--- config.mk ---
export PLATFORM = sky130hd
export DESIGN_NAME = map_rom_arbiter_flat
export DESIGN_NICKNAME = d
export VERILOG_FILES = /design/src/rtl/map_rom_arbiter_if.sv /design/src/rtl/map_rom_arbiter.sv /design/src/flat_wrapper.sv
export SDC_FILE = /design/constraint.sdc
export NUM_CORES = 1
export LEC_CHECK = 0
export ABC_AREA = 1
export ABC_CLOCK_PERIOD_IN_PS = 1600
export BUFFER_PORTS_ARGS = -buffer_cell sky130_fd_sc_hd__buf_2
export CAP_MARGIN = 10
export CELL_PAD_IN_SITES_DETAIL_PLACEMENT = 1
export CELL_PAD_IN_SITES_GLOBAL_PLACEMENT = 1
export CORE_MARGIN = 5
export CORE_UTILIZATION = 25
export CTS_BUF_LIST = sky130_fd_sc_hd__clkbuf_8
export CTS_CLUSTER_SIZE = 8
export DETAILED_ROUTE_END_ITERATION = 16
export PLACE_DENSITY_LB_ADDON = 0.1
export SYNTH_ARGS = -nofsm -noshare
export SYNTH_HDL_FRONTEND = slang
export SYNTH_SLANG_ARGS = --single-unit
--- constraint.sdc ---
create_clock -name clk -period 1.6 [get_ports clk]
set_clock_uncertainty 0.15 [all_clocks]
set_input_delay 0.16 -clock clk [delete_from_list [all_inputs] [get_ports clk]]
set_output_delay 0.16 -clock clk [all_outputs]
set_load 0.1 [all_outputs]
--- src/rtl/map_rom_arbiter_if.sv ---
// Request/grant/return bundle between the map ROM arbiter, its two requesters
// (VGA renderer, game-logic collision checker) and the single-port map ROM.
interface map_rom_arbiter_if #(
  parameter int ROW_W  = 30,
  parameter int ADDR_W = 5
);
  logic              vga_req;
  logic [ADDR_W-1:0] vga_addr;
  logic              vga_gnt;
  logic              vga_valid;
  logic [ROW_W-1:0]  vga_data;

  logic              gl_req;
  logic [ADDR_W-1:0] gl_addr;
  logic              gl_gnt;
  logic              gl_valid;
  logic [ROW_W-1:0]  gl_data;

  logic              rom_en;
  logic [ADDR_W-1:0] rom_addr;
  logic [ROW_W-1:0]  rom_data;

  logic              err_oob;

  // Arbiter side: accepts requests, owns the ROM address port.
  modport slave (
    input  vga_req, vga_addr, gl_req, gl_addr, rom_data,
    output vga_gnt, vga_valid, vga_data,
    output gl_gnt, gl_valid, gl_data,
    output rom_en, rom_addr, err_oob
  );

  // Environment side: requesters plus the ROM itself.
  modport master (
    output vga_req, vga_addr, gl_req, gl_addr, rom_data,
    input  vga_gnt, vga_valid, vga_data,
    input  gl_gnt, gl_valid, gl_data,
    input  rom_en, rom_addr, err_oob
  );
endinterface

--- src/rtl/map_rom_arbiter.sv ---
// Shares the single-port map ROM between the VGA renderer (priority) and game logic.
// Define MAP_ARB_STARVE_GUARD_EN to bound game-logic wait to STARVE_LIMIT cycles.
module map_rom_arbiter #(
  parameter int ROW_W        = 30,
  parameter int ROWS         = 21,
  parameter int ADDR_W       = 5,
  parameter int STARVE_LIMIT = 4
) (
  input  logic                clk,
  input  logic                reset,
  map_rom_arbiter_if.slave    bus
);

  if (STARVE_LIMIT < 1 || STARVE_LIMIT > 15) begin : g_bad_limit
    $error("map_rom_arbiter: STARVE_LIMIT must be in 1..15");
  end
  if (ROWS > (1 << ADDR_W)) begin : g_bad_rows
    $error("map_rom_arbiter: ADDR_W too narrow for ROWS");
  end

  typedef enum logic {
    OWN_VGA = 1'b0,
    OWN_GL  = 1'b1
  } owner_e;

  // Stage 1: tag travelling alongside the ROM access.
  typedef struct packed {
    logic   valid;
    owner_e owner;
    logic   oob;
  } tag_t;

  // Stage 2: the data has been captured, only the pulse owner remains.
  typedef struct packed {
    logic   valid;
    owner_e owner;
  } ret_t;

  logic              vga_gnt;
  logic              gl_gnt;
  logic              any_gnt;
  logic              force_gl;
  logic [ADDR_W-1:0] sel_addr;
  logic              sel_oob;
  logic              rom_en;

  logic [ADDR_W-1:0] rom_addr_q, rom_addr_d;
  tag_t              tag_q, tag_d;
  ret_t              ret_q, ret_d;
  logic [ROW_W-1:0]  vga_data_q, vga_data_d;
  logic [ROW_W-1:0]  gl_data_q, gl_data_d;
  logic              err_oob_q, err_oob_d;
  logic [ROW_W-1:0]  ret_data;

  // ---------------------------------------------------------------------------
  // Starvation guard
  // ---------------------------------------------------------------------------
`ifdef MAP_ARB_STARVE_GUARD_EN
  logic [3:0] wait_cnt_q, wait_cnt_d;

  always_comb begin
    force_gl = bus.vga_req && bus.gl_req && (wait_cnt_q == 4'(STARVE_LIMIT));
  end

  always_comb begin
    wait_cnt_d = wait_cnt_q;
    if (!bus.gl_req || gl_gnt) begin
      wait_cnt_d = '0;
    end else if (wait_cnt_q != 4'hF) begin
      wait_cnt_d = wait_cnt_q + 4'd1;
    end
  end

  always_ff @(posedge clk or negedge reset) begin
    if (!reset) begin
      wait_cnt_q <= '0;
    end else begin
      wait_cnt_q <= wait_cnt_d;
    end
  end
`else
  assign force_gl = 1'b0;
`endif

  // ---------------------------------------------------------------------------
  // Grant and issue (combinational on current requests)
  // ---------------------------------------------------------------------------
  // NOTE: every output of an always_comb gets a default first so no path can
  // leave it unassigned, which would otherwise infer a latch.
  always_comb begin
    vga_gnt = 1'b0;
    gl_gnt  = 1'b0;
    if (reset) begin
      vga_gnt = bus.vga_req && !force_gl;
      gl_gnt  = bus.gl_req && !vga_gnt;
    end
  end

  always_comb begin
    any_gnt    = vga_gnt || gl_gnt;
    sel_addr   = vga_gnt ? bus.vga_addr : bus.gl_addr;
    sel_oob    = (32'(sel_addr) >= ROWS);
    rom_en     = any_gnt && !sel_oob;
    // The ROM address port only moves for a real access; otherwise it parks.
    rom_addr_d = rom_en ? sel_addr : rom_addr_q;
  end

  always_comb begin
    tag_d       = '0;
    tag_d.valid = any_gnt;
    tag_d.owner = gl_gnt ? OWN_GL : OWN_VGA;
    tag_d.oob   = any_gnt && sel_oob;
    err_oob_d   = err_oob_q || (any_gnt && sel_oob);
  end

  // ---------------------------------------------------------------------------
  // Return path: capture ROM data for the stage-1 owner
  // ---------------------------------------------------------------------------
  always_comb begin
    ret_data    = tag_q.oob ? {ROW_W{1'b1}} : bus.rom_data;
    vga_data_d  = vga_data_q;
    gl_data_d   = gl_data_q;
    ret_d       = '0;
    ret_d.valid = tag_q.valid;
    ret_d.owner = tag_q.owner;
    if (tag_q.valid) begin
      if (tag_q.owner == OWN_GL) begin
        gl_data_d = ret_data;
      end else begin
        vga_data_d = ret_data;
      end
    end
  end

  // NOTE: state updates use non-blocking assignments so every register samples
  // the pre-edge values, independent of statement order.
  always_ff @(posedge clk or negedge reset) begin
    if (!reset) begin
      rom_addr_q <= '0;
      tag_q      <= '0;
      ret_q      <= '0;
      vga_data_q <= '0;
      gl_data_q  <= '0;
      err_oob_q  <= 1'b0;
    end else begin
      rom_addr_q <= rom_addr_d;
      tag_q      <= tag_d;
      ret_q      <= ret_d;
      vga_data_q <= vga_data_d;
      gl_data_q  <= gl_data_d;
      err_oob_q  <= err_oob_d;
    end
  end

  // ---------------------------------------------------------------------------
  // Outputs
  // ---------------------------------------------------------------------------
  assign bus.vga_gnt   = vga_gnt;
  assign bus.gl_gnt    = gl_gnt;
  assign bus.rom_en    = rom_en;
  assign bus.rom_addr  = rom_addr_d;
  assign bus.vga_valid = ret_q.valid && (ret_q.owner == OWN_VGA);
  assign bus.gl_valid  = ret_q.valid && (ret_q.owner == OWN_GL);
  assign bus.vga_data  = vga_data_q;
  assign bus.gl_data   = gl_data_q;
  assign bus.err_oob   = err_oob_q;

endmodule

--- src/flat_wrapper.sv ---
// flat-port wrapper written by rule: the top's interface ports become plain ports
module map_rom_arbiter_flat 
#(
  parameter int ROW_W        = 30,
  parameter int ROWS         = 21,
  parameter int ADDR_W       = 5,
  parameter int STARVE_LIMIT = 4
)
  (clk, reset, bus_vga_req, bus_vga_addr, bus_gl_req, bus_gl_addr, bus_rom_data, bus_vga_gnt, bus_vga_valid, bus_vga_data, bus_gl_gnt, bus_gl_valid, bus_gl_data, bus_rom_en, bus_rom_addr, bus_err_oob);
  map_rom_arbiter_if #(.ROW_W(ROW_W), .ADDR_W(ADDR_W)) bus_i ();
  input  logic clk;
  input  logic reset;
  input wire logic [$bits(bus_i.vga_req)-1:0] bus_vga_req;
  input wire logic [$bits(bus_i.vga_addr)-1:0] bus_vga_addr;
  input wire logic [$bits(bus_i.gl_req)-1:0] bus_gl_req;
  input wire logic [$bits(bus_i.gl_addr)-1:0] bus_gl_addr;
  input wire logic [$bits(bus_i.rom_data)-1:0] bus_rom_data;
  output wire logic [$bits(bus_i.vga_gnt)-1:0] bus_vga_gnt;
  output wire logic [$bits(bus_i.vga_valid)-1:0] bus_vga_valid;
  output wire logic [$bits(bus_i.vga_data)-1:0] bus_vga_data;
  output wire logic [$bits(bus_i.gl_gnt)-1:0] bus_gl_gnt;
  output wire logic [$bits(bus_i.gl_valid)-1:0] bus_gl_valid;
  output wire logic [$bits(bus_i.gl_data)-1:0] bus_gl_data;
  output wire logic [$bits(bus_i.rom_en)-1:0] bus_rom_en;
  output wire logic [$bits(bus_i.rom_addr)-1:0] bus_rom_addr;
  output wire logic [$bits(bus_i.err_oob)-1:0] bus_err_oob;
  assign bus_i.vga_req = bus_vga_req;
  assign bus_i.vga_addr = bus_vga_addr;
  assign bus_i.gl_req = bus_gl_req;
  assign bus_i.gl_addr = bus_gl_addr;
  assign bus_i.rom_data = bus_rom_data;
  assign bus_vga_gnt = bus_i.vga_gnt;
  assign bus_vga_valid = bus_i.vga_valid;
  assign bus_vga_data = bus_i.vga_data;
  assign bus_gl_gnt = bus_i.gl_gnt;
  assign bus_gl_valid = bus_i.gl_valid;
  assign bus_gl_data = bus_i.gl_data;
  assign bus_rom_en = bus_i.rom_en;
  assign bus_rom_addr = bus_i.rom_addr;
  assign bus_err_oob = bus_i.err_oob;
  map_rom_arbiter #(.ROW_W(ROW_W), .ROWS(ROWS), .ADDR_W(ADDR_W), .STARVE_LIMIT(STARVE_LIMIT)) u_core (.clk(clk), .reset(reset), .bus(bus_i));
endmodule
==> impl_metrics.py <==
metrics = {
    "yosys": {
        "synth.top_cells.by_count": "nand2_1, dfrtp_1, mux2_2, or2_2, inv_1",
        "ys_seq_area_share_pct": 59.81,
        "syn_nets": 337,
        "synth_area_per_cell_sq_um": 10.14,
        "synth_area_leaders": "dfrtp_1, nand2_1, mux2_2, or2_2, or2_1",
        "syn_inst": 293,
        "yosysWarnings": 0,
        "synth_seq_cells": 71,
        "synth_edf_count": 0,
        "synth_area_sq_mm": 0.002970,
        "yosysTopAreaCell": "dfrtp_1",
        "synth_most_common_cell": "nand2_1",
        "synth.distinct_cells": 18,
        "ys.flop_type": "dfrtp_1",
        "synthArstFlopShare_pct": 100.0,
        "yosysTopAreaCellShare_pct": 59.81,
    },
    "sta": {
        "slew_headroom_pct": 47.04,
        "fin_setup_tns_ns": 0,
        "fmax_mhz": 650.7,
        "post-route-min-period_ns": 1.537,
        "finalHoldViolCount": 0,
        "period_share_pct": 96.05,
        "worst_pin_slew_ns": 0.7943,
        "setup_violations": 0,
        "drv_slew": 0,
    },
    "floorplan": {
        "fp.dieH_um": 119,
        "die_area_sq_mm": 0.01416,
        "io_pins": 115,
        "num_rows": 39,
        "die_w_um": 119,
        "core_sq_mm": 0.01152,
        "initial_core_util_pct": 25.79,
    },
    "grt": {
        "first_global_vias": 2742,
        "grt.total_usage_pct": 12.39,
        "grt_max_degree": 62,
        "antenna_found_initial": 0,
        "grt_pass1_wl_mm": 14.05,
        "grt_overflow_total": 0,
    },
    "clock_tree": {
        "cts_buffer_depth": 2,
        "cts-htree-levels": 3,
        "clock_sinks": 71,
        "clockRootBuffer": "clkbuf_8",
        "worstSkewPairLatency_ns": 0.34,
        "cts_buffers": 9,
        "clk_pin_slew_ns": 0.07,
        "cts_tree": "built",
    },
    "power": {
        "cell_internal_pwr_mw": 3.772,
        "pwr-share-clk_pct": 19.1,
        "powerDensity_mw_per_mm2": 1691,
        "p_leak_nw": 2.384,
        "power_switching_mw": 4.156,
        "power_switching_share_pct": 52.42,
        "ir_drop_v": 0.0007256,
        "comb_power_share_pct": 51.2,
        "seq_power_share_pct": 29.8,
    },
    "run": {
        "maxCapViolCount": 0,
    },
    "critical_path": {
        "crit_arrival_ns": 1.23,
        "endpoint_kind": "output port",
        "crit_type": "in -> out",
        "cp_top_family": "simple AND/OR/NAND/NOR gates",
        "crit_required_ns": 1.29,
        "max_stage_delay_ns": 0.16,
        "slowest_stage": "buf_12",
        "crit_buf_inv": 3,
        "path_max_fanout": 8,
        "critPathLaunchType": "input pin",
        "path_cells": "buf_6, nand2_8, clkinv_4, nand2_1, nand2_2, nand2_2, nand2_4, nand2_8, nand2_8, nand2_4, nand2_4, buf_12",
    },
    "layout": {
        "layout.cells.non_filler": 602,
        "fillCellCount": 1333,
        "layout-drive-gt1-share_pct": 49.89,
        "syn_to_final_growth_pct": 57.83,
        "nets": 498,
        "n_antenna_cell": 0,
    },
    "route": {
        "drt_pre_antenna_iters": 4,
        "drc": 0,
        "num_vias": 2517,
        "avgRoutedWirePerCell_um": 14.07,
        "vias_per_cell": 4.181,
        "ant_nets": 0,
        "drtIter0Drc": 49,
        "wirelength_mm": 8.469,
    },
    "place": {
        "port_buffers": 114,
        "dp.cells": 553,
        "place.gp.congestion": 0.6971,
        "dp_hpwl_mm": 6.024,
    },
    "status": {
        "status": "finished, final reports clean",
    },
    "min_path": {
        "worst_hold_path_type": "in -> reg",
    },
}
==> per-stage QoR <==
stage	util, %	power (mW)	hold WS, ns	cell area, sq um	worst slack, ns
after global placement	34.68	6.316	0.01005	3994	0.02229
after floorplan	-	5.526	-0.2856	3025	0.007403
final	40.71	7.928	0.08363	4688	0.06327
after global routing	40.71	8.262	0.07942	4688	-0.02200
after detailed placement	34.68	6.350	0.01015	3994	0.005257
after CTS	39.30	7.944	0.07251	4526	0.007992
==> sequential cells by signal, summed over array words and instances, names as in the netlist <==
signal and flops:
u_core.bus.err_oob 1, u_core.bus.gl_data 30, u_core.bus.vga_data 30, u_core.ret_d 2
u_core.ret_q 2, u_core.rom_addr_q 5, u_core.tag_q 1
==> cell families (layout without fill, tap and decap cells) <==
family / after synthesis / count (layout) / synth area share [%]
DFF: 71 / 71 / 59.81
and+or+nand+nor: 160 / 160 / 24.01
buffers and inverters: 29 / 195 / 3.833
AOI/OAI and AO/OA: 3 / 3 / 0.9689
muxes: 30 / 30 / 11.37
==> worst register-to-register path, cell delays in order (launching register included) <==
cell and delay [ns]:
dfrtp_1 0.38, buf_4 0.19, or2_2 0.32, mux2_2 0.27
==> cells in the final DEF, fill, tap and decap left out, types with 2 or more instances in the layout <==
| master | Yosys | routed |
|---|---|---|
| mux2_2 | 30 | 30 |
| buf_6 | 0 | 2 |
| nand2_8 | 0 | 3 |
| clkinv_2 | 1 | 2 |
| nand3_4 | 0 | 2 |
| buf_2 | 3 | 102 |
| nand2_1 | 114 | 97 |
| nand2_4 | 3 | 11 |
| or2_1 | 10 | 10 |
| dfrtp_1 | 71 | 71 |
| nand3_2 | 0 | 3 |
| nand3_1 | 7 | 2 |
| or2_2 | 20 | 20 |
| clkbuf_8 | 0 | 12 |
| inv_1 | 15 | 16 |
| buf_12 | 0 | 11 |
| dlygate4sd3_1 | 0 | 32 |
| buf_4 | 0 | 14 |
| nand2_2 | 2 | 8 |
==> power by group through the flow <==
stage          combinational (mW)  clock [mW]  sequential, mW
5_1_grt                      4.22        1.64            2.41
3_5_place_dp                 3.96           0            2.39
4_1_cts                      4.02        1.56            2.36
2_1_floorplan               0.756           0            4.77
3_3_place_gp                 3.94           0            2.38
6_report                     4.06        1.51            2.36
==> cell type report <==
class | count | area (sq um) | share of cell area [%]
clock inverter | 4 | 43.79 | 0.9341
clock buffer | 12 | 165.2 | 3.523
sequential | 71 | 1777 | 37.90
tap | 143 | 178.9 | 3.816
inverter | 17 | 68.82 | 1.468
timing repair buffer | 162 | 1186 | 25.30
multi-input combinational | 193 | 1269 | 27.06
==> what timing repair did <==
item,4_1_cts,5_1_grt
setup buffers,0,1
hold endpoints to repair,130,0
setup endpoints to repair,1,6
resized for setup,1,34
hold buffers,32,0
pin swaps,0,9
==> layer usage <==
metal | global-route usage, % | share of wire (%)
met1 | 15.11 | 43
met2 | 19.57 | 48
met3 | 4.360 | 7.2
met4 | 5.865 | 1.8
met5 | 0 | 0
==> final timing paths <==
path                                      startpoint                             endpoint  slack [ns]  cells after the start
setup / recovery                         bus_vga_req                      bus_rom_addr[1]        0.06                     12
hold / removal                       bus_vga_addr[2]       u_core.rom_addr_q[2]$_DFF_PN0_        0.08                      5
setup reg to reg           u_core.tag_q[0]$_DFF_PN0_  u_core.bus.vga_data[13]$_DFFE_PN0P_        0.18                      3
min in group asynchronous                      reset  u_core.bus.vga_data[22]$_DFFE_PN0P_        0.20                      3
max in group asynchronous                      reset   u_core.bus.gl_data[27]$_DFFE_PN0P_        0.32                      3
hold reg to reg            u_core.ret_d[1]$_DFF_PN0_            u_core.ret_q[1]$_DFF_PN0_        0.25                      0
Note: power is estimated with default switching activity, not from simulation.
